--- config.mk ---
export PLATFORM = sky130hd
export DESIGN_NAME = weight_g_to_kg
export DESIGN_NICKNAME = d
export VERILOG_FILES = /design/src/rtl/weight_g_to_kg.sv
export SDC_FILE = /design/constraint.sdc
export NUM_CORES = 1
export LEC_CHECK = 0
export CORE_MARGIN = 2
export CORE_UTILIZATION = 53
export DETAILED_ROUTE_END_ITERATION = 7
export GPL_ROUTABILITY_DRIVEN = 0
export PLACE_DENSITY = 0.78
export SKIP_LAST_GASP = 1
export SLEW_MARGIN = 30
export SYNTH_ARGS = -nofsm -noshare
export SYNTH_HDL_FRONTEND = slang
export SYNTH_SLANG_ARGS = --single-unit
--- constraint.sdc ---
create_clock -name clk -period 2.8 [get_ports clk]
set_clock_uncertainty 0.15 [all_clocks]
set_input_delay 0.42 -clock clk [delete_from_list [all_inputs] [get_ports clk]]
set_output_delay 0.42 -clock clk [all_outputs]
set_load 0.1 [all_outputs]
--- src/rtl/weight_g_to_kg.sv ---
// Gram-to-kilogram converter: iterative restoring divide by DIVISOR, one quotient
// bit per clock, with a start/busy/done handshake and registered results.
module weight_g_to_kg #(
    parameter int WIDTH   = 14,
    parameter int DIVISOR = 1000
) (
    input  logic             clk,
    input  logic             reset,
    input  logic             start,
    input  logic [WIDTH-1:0] weightInGrams,
    output logic             busy,
    output logic             done,
    output logic [WIDTH-1:0] weightInKilogramsInteger,
    output logic [WIDTH-1:0] weightInKilogramsFraction
);

    localparam int              CW   = $clog2(WIDTH + 1);
    localparam logic [WIDTH:0]  DIV  = (WIDTH + 1)'(DIVISOR);
    localparam logic [CW-1:0]   LAST = CW'(WIDTH - 1);

    typedef enum logic [1:0] {IDLE, CALC, DONE} state_t;

    state_t           state;
    logic [WIDTH-1:0] dividend;
    logic [WIDTH-1:0] quotient;
    logic [WIDTH:0]   remainder;
    logic [CW-1:0]    count;

    logic [WIDTH:0]   rem_shift;
    logic [WIDTH:0]   rem_next;
    logic [WIDTH-1:0] quot_next;
    logic             q_bit;

    // One restoring step: bring in the next dividend bit, subtract if it fits.
    // NOTE: every always_comb output is assigned on all paths, so no latch is inferred.
    always_comb begin
        rem_shift = (remainder << 1) | {{WIDTH{1'b0}}, dividend[WIDTH-1]};
        q_bit     = (rem_shift >= DIV);
        rem_next  = q_bit ? (rem_shift - DIV) : rem_shift;
        quot_next = (quotient << 1) | WIDTH'(q_bit);
    end

    // NOTE: state registers use non-blocking assignments so every flop samples pre-edge values.
    always_ff @(posedge clk or posedge reset) begin
        if (reset) begin
            state                     <= IDLE;
            dividend                  <= '0;
            quotient                  <= '0;
            remainder                 <= '0;
            count                     <= '0;
            busy                      <= 1'b0;
            done                      <= 1'b0;
            weightInKilogramsInteger  <= '0;
            weightInKilogramsFraction <= '0;
        end else begin
            done <= 1'b0;
            case (state)
                IDLE, DONE: begin
                    if (start) begin
                        dividend  <= weightInGrams;
                        quotient  <= '0;
                        remainder <= '0;
                        count     <= '0;
                        busy      <= 1'b1;
                        state     <= CALC;
                    end else begin
                        state <= IDLE;
                    end
                end
                CALC: begin
                    dividend  <= dividend << 1;
                    remainder <= rem_next;
                    quotient  <= quot_next;
                    count     <= count + CW'(1);
                    // Last bit: publish results directly so outputs never show partials.
                    if (count == LAST) begin
                        weightInKilogramsInteger  <= quot_next;
                        weightInKilogramsFraction <= rem_next[WIDTH-1:0];
                        busy                      <= 1'b0;
                        done                      <= 1'b1;
                        state                     <= DONE;
                    end
                end
                default: state <= IDLE;
            endcase
        end
    end

endmodule

==> results.toml <==
[run_status]
run_status = "finished, final reports clean"

[timing]
slew_violations = 0
fin_crit_sh = 0.7780
rsz0062_at_grt = "false"
fmax_mhz = 459.1
hold_slack_ns = 0.3165
relSlewSlack = 0.5648
finalSetupViolations = 0
finalHoldViolations = 0
tns_ns = 0
tightest_slew_ns = 0.6513
finalCriticalPeriod_ns = 2.178

[place]
dp_hpwl_um = 4096
port_buffers = 46

[yosys]
ys_async_sr_fraction = 1.000
synthesis.area_um2 = 3182
synth_top_cells_by_area = "dfrtp_1, nand2_1, a22o_1"
postSynthAreaPerCell_um2 = 10.36
syn_nets = 327
synth-seq-cells = 77
synth_area_leader_cell = "dfrtp_1"
seq_area_frac_synth = 0.6056
syn_inst = 307
netlist.area_leader.share = 0.6056
synth-edff-count = 0
ys.flop_type = "dfrtp_1"
synth.distinct_cells = 34
yosysWarningCount = 0

[global_routing]
overflow = 0
grt_pass1_vias = 2233
antenna_found_initial = 0
grt_max_degree = 49
grt_use_total = 0.2190
grt_pass1_wl_um = 10760

[routing]
wl_met2_um = 2800
wl_per_cell_um = 14.36
wirelength_um = 6218
dr.pass1.iters = 5
drc = 0
wl_met1_um = 3020
ant_nets = 0
top_layer = "met4"
via_count = 2324
viasPerCell = 5.367
wl_met3_um = 293
drt_iter0_drc = 111

[worst_setup_path]
r2r_start = "remainder[2]"
critPathMaxFanout = 8
worstRegToRegCells = 7
startpoint = "remainder[2]"
endpoint_kind = "flip-flop"
crit_end = "remainder[8]"
worst_ep_arrival_time_ns = 2.25
cp.required_ns = 2.87
startpoint_type = "flip-flop"
critPathKind = "reg -> reg"
r2r_slack_ns = 0.62
reg2reg_to = "remainder[8]"

[cts]
clk_latency_ns = 0.35
h-tree-depth = 3
cts_sinks = 77
ctsHoldBuffers = 0
path_clk_slew_ns = 0.08
cts_buffers = 9
cts_tree = "yes"
cts_setup_buffers = 0
clockBufferDepth = 2
clock-root-buffer = "clkbuf_8"
cts_resized = 0

[run]
maxCapViolCount = 0

[floorplanning]
die_width_um = 81.48
fp.dieH_um = 81.48
die_area_um2 = 6639
row_count = 28
pin_count = 47
core-area_um2 = 5851
start_util = 0.5438

[layout]
final_common_cell = "nand2_1"
area.growth.synth_to_final_pct = 22.34
final_cell_mix = "nand2_1, dfrtp_1, buf_4, o21ai_0, a22o_1"
n_fill_cell = 479
nets = 373
insertedDiodeCount = 0
drive_gt1_frac = 0.1732

[hold_path]
hold_path_class = "in -> async"
==> cell type report <==
type / count / area, um2 / area share
Clock buffer: 10 / 127.6 / 0.03279
Clock inverter: 6 / 111.4 / 0.02861
Inverter: 6 / 22.52 / 0.005786
Multi-Input combinational cell: 207 / 1167 / 0.2999
Sequential cell: 77 / 1927 / 0.4950
Tap cell: 75 / 93.84 / 0.02411
Timing Repair Buffer: 52 / 442.9 / 0.1138
==> synth_stat cells (all sizes together) (3+ instances only) <==
master  instances
a22o           19
a22oi          14
buf             4
clkbuf         13
dfrtp          77
ha              3
inv             6
mux2            3
nand2         101
nand2b          3
nand4           3
nor2            4
nor2b           3
o211ai          3
o21ai          28
xor2            7
==> worst max-delay path: stages (launching register included) <==
cell and delay, ns:
dfrtp_1 0.43, inv_1 0.07, ha_1 0.22, or2b_1 0.26
o211ai_2 0.36, o2111ai_1 0.19, xor2_1 0.31, o21ai_2 0.07
==> per-stage QoR <==
| step | worst slack [ns] | cells | utilization | instance area, um2 |
|---|---|---|---|---|
| 6_report | 0.6216 | 433 | 0.6653 | 3892 |
| 5_1_grt | 0.4508 | 433 | 0.6653 | 3892 |
| 3_5_place_dp | 0.5024 | 417 | 0.6245 | 3654 |
| 3_3_place_gp | 0.2306 | 417 | 0.6236 | 3649 |
| 2_1_floorplan | 0.2633 | 307 | - | 3182 |
| 4_1_cts | 0.6056 | 433 | 0.6653 | 3892 |
==> state kept, by name, indices dropped and copies added, names as in the netlist <==
name and count:
busy 1, count 4, dividend 14, done 1
quotient 13, remainder 14, state 2, weightInKilogramsFraction 14
weightInKilogramsInteger 14
==> worst min path at each step <==
stage | from | slack (ns) | cells past startpoint | endpoint
final | reset | 0.32 | 2 | weightInKilogramsInteger[7]
after global placement | dividend[2] | 0.31 | 2 | dividend[2]
after CTS | dividend[12] | 0.33 | 2 | dividend[12]
after floorplan | quotient[12] | 0.29 | 2 | weightInKilogramsInteger[13]
after detailed placement | dividend[12] | 0.31 | 2 | dividend[12]
after global routing | weightInKilogramsInteger[12] | 0.36 | 2 | weightInKilogramsInteger[12]
==> logic make-up (layout without fill, tap and decap cells) <==
group           Yosys count  in the layout  share of synthesized area
buf+inv                  23             74                    0.03067
flops                    77             77                     0.6056
mux                       4              4                    0.01376
fa+ha+maj                 3              3                    0.01180
xor+xnor                  8              8                    0.02202
compound gates           70             70                     0.1534
simple gates            122            122                     0.1628
==> layer usage <==
metal / track usage / vias to the layer above
met5: 0 / -
met2: 0.3131 / 49
met4: 0.08814 / 0
met1: 0.3130 / 1129
met3: 0.06813 / 7
li1: - / 1139
Power is left out: the tool's default activity adds up to more than one toggle a clock period on the data nets, which glitch-free logic cannot reach.
